--- src/rtl/note_sequencer_mc.sv ---
// rtl/note_sequencer_mc.sv - multi-voice pattern sequencer with a shared, time-multiplexed sync-ROM fetch engine
module note_sequencer_mc #(
  parameter int NUM_CH = 4,
  parameter int IDX_W  = 5,
  parameter int LENGTH = 15
) (
  input  logic                                              i_clk,
  input  logic                                              i_rst,
  input  logic                                              i_note_stb,
  input  logic                                              i_play,
  input  logic                                              i_restart,
  output logic [((NUM_CH > 1) ? $clog2(NUM_CH) : 1)+IDX_W-1:0] o_rom_addr,
  input  logic [15:0]                                       i_rom_data,
  output logic [NUM_CH*6-1:0]                               o_note,
  output logic [NUM_CH*4-1:0]                               o_instrument,
  output logic [NUM_CH-1:0]                                 o_new_note,
  output logic                                              o_busy,
  output logic                                              o_overrun
);
  localparam int CH_W = (NUM_CH > 1) ? $clog2(NUM_CH) : 1;

  typedef enum logic [1:0] {S_IDLE, S_ADDR, S_DATA} state_t;

  state_t            state, state_nxt;
  logic [IDX_W-1:0]  idx [NUM_CH];
  logic [4:0]        cnt [NUM_CH];
  logic [4:0]        len [NUM_CH];
  logic [NUM_CH-1:0] pending, expire, avail, clr;
  logic [CH_W-1:0]   cur, sel;
  logic              sel_vld, tick, load_addr, data_we;
  logic [IDX_W-1:0]  idx_adv;

  assign tick = i_note_stb & i_play & ~i_restart;

  always_comb begin
    expire = '0;
    for (int k = 0; k < NUM_CH; k++)
      expire[k] = tick && (cnt[k] == len[k]);
  end

  always_ff @(posedge i_clk) begin
    if (i_rst) state <= S_IDLE;
    else       state <= state_nxt;
  end

  always_comb begin
    state_nxt = state;
    case (state)
      S_IDLE:  if (sel_vld) state_nxt = S_ADDR;
      S_ADDR:  state_nxt = S_DATA;
      S_DATA:  state_nxt = sel_vld ? S_ADDR : S_IDLE;
      default: state_nxt = S_IDLE;
    endcase
    if (i_restart) state_nxt = S_IDLE;
  end

  // The channel finishing in DATA is excluded so the engine can chain straight into the next one.
  always_comb begin
    avail = pending;
    if (state == S_DATA) avail[cur] = 1'b0;
    sel     = '0;
    sel_vld = 1'b0;
    for (int k = NUM_CH - 1; k >= 0; k--) begin
      if (avail[k]) begin
        sel     = CH_W'(k);
        sel_vld = i_play;
      end
    end
    load_addr = (state == S_IDLE || state == S_DATA) && sel_vld && !i_restart;
    data_we   = (state == S_DATA) && !i_restart;
    clr       = '0;
    if (data_we) clr[cur] = 1'b1;
    idx_adv   = (i_rom_data[15] || idx[cur] == IDX_W'(LENGTH)) ? '0 : idx[cur] + 1'b1;
  end

  always_ff @(posedge i_clk) begin
    if (i_rst) begin
      o_rom_addr   <= '0;
      o_note       <= '0;
      o_instrument <= '0;
      o_new_note   <= '0;
      o_busy       <= 1'b0;
      o_overrun    <= 1'b0;
      pending      <= '0;
      cur          <= '0;
      for (int k = 0; k < NUM_CH; k++) begin
        idx[k] <= '0;
        cnt[k] <= '0;
        len[k] <= '0;
      end
    end else if (i_restart) begin
      o_new_note <= '0;
      o_busy     <= 1'b0;
      o_overrun  <= 1'b0;
      pending    <= '0;
      for (int k = 0; k < NUM_CH; k++) begin
        idx[k] <= '0;
        cnt[k] <= '0;
        len[k] <= '0;
      end
    end else begin
      o_new_note <= '0;
      o_overrun  <= tick && (|pending);
      o_busy     <= (state != S_IDLE) || (|pending) || tick;
      if (load_addr) begin
        o_rom_addr <= {sel, idx[sel]};
        cur        <= sel;
      end
      if (data_we) begin
        o_note[int'(cur)*6 +: 6]       <= i_rom_data[5:0];
        o_instrument[int'(cur)*4 +: 4] <= i_rom_data[14:11];
        len[cur]                       <= i_rom_data[10:6];
        idx[cur]                       <= idx_adv;
        o_new_note[cur]                <= 1'b1;
      end
      for (int k = 0; k < NUM_CH; k++) begin
        if (expire[k])  cnt[k] <= '0;
        else if (tick)  cnt[k] <= cnt[k] + 1'b1;
      end
      // A new request in the same cycle as its fetch completes must survive.
      pending <= (pending & ~clr) | expire;
    end
  end
endmodule
--- config.mk ---
export PLATFORM = sky130hd
export DESIGN_NAME = note_sequencer_mc
export DESIGN_NICKNAME = d
export VERILOG_FILES = /design/src/rtl/note_sequencer_mc.sv
export SDC_FILE = /design/constraint.sdc
export NUM_CORES = 1
export LEC_CHECK = 0
export CORE_MARGIN = 4
export CORE_UTILIZATION = 50
export CTS_CLUSTER_DIAMETER = 80
export DETAILED_ROUTE_END_ITERATION = 12
export PLACE_DENSITY = 0.73
export SYNTH_ARGS = -nofsm -noshare
export SYNTH_HDL_FRONTEND = slang
export SYNTH_SLANG_ARGS = --single-unit
--- constraint.sdc ---
create_clock -name i_clk -period 2.6 [get_ports i_clk]
set_input_delay 0.39 -clock i_clk [delete_from_list [all_inputs] [get_ports i_clk]]
set_output_delay 0.39 -clock i_clk [all_outputs]
set_load 0.02 [all_outputs]
==> impl_metrics.env <==
export IMPL_synthDominantAreaCellType="sky130_fd_sc_hd__edfxtp_1"
export IMPL_crit_top_cell="sky130_fd_sc_hd__ha_1"
export IMPL_path_max_fanout=4
export IMPL_syn_inst=557
export IMPL_post_synth_and_or_nand_nor_area_fraction_pct=22.52
export IMPL_cts_inserted_buffers=17
export IMPL_critPathMaxStageDelay_ns=0.55
export IMPL_ys_dominant_reg_cell="sky130_fd_sc_hd__dfxtp_1"
export IMPL_grt_pass1_wl_um=21680
export IMPL_fmax_mhz=433.1
export IMPL_postSynthAreaPerCell_um2=10.04
export IMPL_synth_yosys_seq_area_share_pct=53.14
export IMPL_place_inst=757
export IMPL_clockBufferDepth=2
export IMPL_synth_most_common_cell="sky130_fd_sc_hd__nor2_1"
export IMPL_layout_area_seq_mm2=0.002973
export IMPL_cts_repair_resize_count=0
export IMPL_overflow=0
export IMPL_fin_skew_ns=0.006976
export IMPL_setup_tns_ns=0
export IMPL_synth_adder_area_share_pct=3.131
export IMPL_grt_start_max_net_pins=50
export IMPL_post_route_util_pct=64.79
export IMPL_leakage_nw=2.548
export IMPL_tritoncts="built"
export IMPL_layout_min_cycle_time_ns=2.309
export IMPL_die_w_um=113.8
export IMPL_setup_repair_after_global_routing_missed_its_margin="false"
export IMPL_min_to="cnt[0][0]"
export IMPL_hold_depth=3
export IMPL_insertion_delay_ns=0.52
export IMPL_detailedRoute_firstIterationViolations=361
export IMPL_tightestPinTransition_ns=0.7912
export IMPL_groute_usage_overall_pct=21.40
export IMPL_dpl_hpwl_um=9637
export IMPL_die_height_um=113.8
export IMPL_r2r_slack_ns=0.29
export IMPL_detail_route_antenna_nets=0
export IMPL_fp_dieArea_mm2=0.01294
export IMPL_setup_worst_path_class="reg -> reg"
export IMPL_cts_post_setup_buffers_inserted=0
export IMPL_final_max_slew_viol_count=0
export IMPL_synth_top_cells_by_count="72 x sky130_fd_sc_hd__nor2_1, 66 x sky130_fd_sc_hd__dfxtp_1, 63 x sky130_fd_sc_hd__nand2_1"
export IMPL_power_density_cell_area_mw_per_mm2=655.1
export IMPL_worst_path_buf_inv=0
export IMPL_netlist_area_leader_share_pct=29.52
export IMPL_antenna_found_initial=0
export IMPL_worst_setup_path_end_kind="flop"
export IMPL_multi_input_comb_area_mm2=0.002460
export IMPL_mappedNetlistArea_mm2=0.005594
export IMPL_route_vias_total=4500
export IMPL_layout_area_overhead_vs_synth_pct=26.10
export IMPL_io_pins=74
export IMPL_hold_viol=0
export IMPL_cp_data_required_time_ns=2.97
export IMPL_critical_path_slowest_cell="sky130_fd_sc_hd__mux4_2"
export IMPL_floorplan_initialDensity_pct=51.38
export IMPL_fp_coreArea_mm2=0.01089
export IMPL_first_global_vias=4377
export IMPL_stdcell_count=789
export IMPL_synth_yosys_warnings=0
export IMPL_timing_hold_worst_class="in -> reg"
export IMPL_post_synth_edffs=55
export IMPL_post_synth_xor_area_fraction_pct=4.854
export IMPL_critPathLaunchType="flop"
export IMPL_worst_setup_hold_path_clk_slew_ns=0.06
export IMPL_cts_htree_levels=4
export IMPL_outcome="finished, final reports clean"
export IMPL_post_drt_via_cell_ratio=5.703
export IMPL_maxCapViolations=0
export IMPL_maxSlewHeadroom_pct=46.85
export IMPL_synth_top_cells_by_area="sky130_fd_sc_hd__edfxtp_1 30%, sky130_fd_sc_hd__dfxtp_1 24%, sky130_fd_sc_hd__nor2_1 4.8%"
export IMPL_routed_wl_um=13480
export IMPL_p_total_mw=4.621
export IMPL_antenna_diode_count=0
export IMPL_num_rows=38
export IMPL_nNetsFinal=671
export IMPL_routedWlPerCell_um=17.08
export IMPL_gpl_final_weighted_congestion=0.8692
export IMPL_route_detailed_drc=0
export IMPL_dp_slack_ns=0.3009
export IMPL_mappedNetlistNets=592
export IMPL_hp_start="i_rst"
export IMPL_final_critical_path_setup_slack_ns=0.2910
export IMPL_synth_top_family_by_area="simple AND/OR/NAND/NOR gates"
export IMPL_fraction_of_layout_cells_with_a_size_suffix_above_1_pct=8.475
export IMPL_worstRegToRegCells=6
export IMPL_setup_violations=0
export IMPL_path_cells="mux4_2, ha_1, and3_1, ha_1, or3_1, nor2_1"
export IMPL_yosysUniqueCellTypes=50
export IMPL_synth_compound_area_share_pct=10.42
export IMPL_synth_area_mux_share_pct=3.042
export IMPL_worst_path_dominant_cell_family="simple AND/OR/NAND/NOR gates"
export IMPL_async_flop_share_pct=0
export IMPL_max_vdd_ir_drop_mv=0.4311
export IMPL_cts_num_sinks=121
export IMPL_fillers=856
export IMPL_cp_arrival_ns=2.67
export IMPL_holdBufCountCts=0
export IMPL_portBuffers=73
export IMPL_timing_final_crit_share_pct=88.81
export IMPL_crit_reg2reg_capture="idx[0][4]"
export IMPL_synth_seq_cells=121
export IMPL_drtPass1Iterations=5
export IMPL_cts_root_buffer_cell="sky130_fd_sc_hd__clkbuf_8"
registers in the layout, indices dropped and copies added, names as in the netlist, named ones only:
register	count
pending	4
o_busy	1
o_new_note	4
o_note	24
o_instrument	16
len	20
cur	2
idx	20
o_overrun	1
o_rom_addr	5
cnt	20
state	2
layer usage:
| metal | global-route usage (%) | wire [µm] | vias up |
|---|---|---|---|
| met5 | 0 | 0 | - |
| met1 | 28.18 | 5773 | 2182 |
| met3 | 5.040 | 869 | 19 |
| met4 | 7.205 | 204 | 0 |
| met2 | 34.94 | 6634 | 166 |
| li1 | - | - | 2133 |
cell usage in the layout (no fill, tap or decap), types with 10 or more instances in the layout:
cell type	n
sky130_fd_sc_hd__nor2_1	72
sky130_fd_sc_hd__clkdlybuf4s50_1	72
sky130_fd_sc_hd__dfxtp_1	66
sky130_fd_sc_hd__nand2_1	63
sky130_fd_sc_hd__edfxtp_1	55
sky130_fd_sc_hd__nand3_1	40
sky130_fd_sc_hd__a21oi_1	33
sky130_fd_sc_hd__and2_1	25
sky130_fd_sc_hd__xnor2_1	16
sky130_fd_sc_hd__clkbuf_16	16
sky130_fd_sc_hd__xor2_1	15
sky130_fd_sc_hd__a22oi_1	15
sky130_fd_sc_hd__ha_1	14
sky130_fd_sc_hd__inv_1	13
sky130_fd_sc_hd__nor2b_1	13
sky130_fd_sc_hd__nand2b_1	12
sky130_fd_sc_hd__buf_4	12
sky130_fd_sc_hd__nor3_1	10
tightest hold or removal path, cell delays in order:
cell and delay [ns]:
sky130_fd_sc_hd__buf_2 0.10, sky130_fd_sc_hd__or2_2 0.29, sky130_fd_sc_hd__a21oi_1 0.06
how the worst max path moves through the flow:
stage / cells after the start / start / end
5_1_grt: 6 / cur[1] / o_note[15]
3_5_place_dp: 7 / i_restart / o_note[15]
3_3_place_gp: 5 / i_restart / o_rom_addr[1]
6_report: 6 / flop / idx[0][4]
2_1_floorplan: 7 / flop / idx[0][4]
4_1_cts: 6 / flop / idx[1][4]
cell families (layout without fill, tap and decap cells):
family,after synthesis,after routing
buf+inv,38,130
compound gates,79,79
mux,10,10
xor+xnor,31,31
flops,121,121
simple gates,264,264
fa+ha+maj,14,14
area by class of cell:
cell class	instances	area share (%)
repair buffers	85	11.56
flip-flops and latches	121	42.14
clock inverters	11	2.164
inverters	13	0.6917
well taps	140	2.483
clock buffers	21	6.084
multi-input cells	398	34.87
through the flow:
stage / hold slack [ns] / area, µm²
floorplan: 0.4621 / 5594
global placement: 0.4391 / 6472
detailed placement: 0.4466 / 6472
CTS: 0.3563 / 7054
global route: 0.3907 / 7054
finish: 0.3739 / 7054
power breakdown:
part / switching (mW) / internal [mW] / leakage (nW)
combinational: 0.118 / 0.0906 / 1.12
sequential: 0.0320 / 2.03 / 1.15
clock: 0.812 / 1.54 / 0.280
total: 0.961 / 3.66 / 2.55
Power figures use the tool's default switching activity.
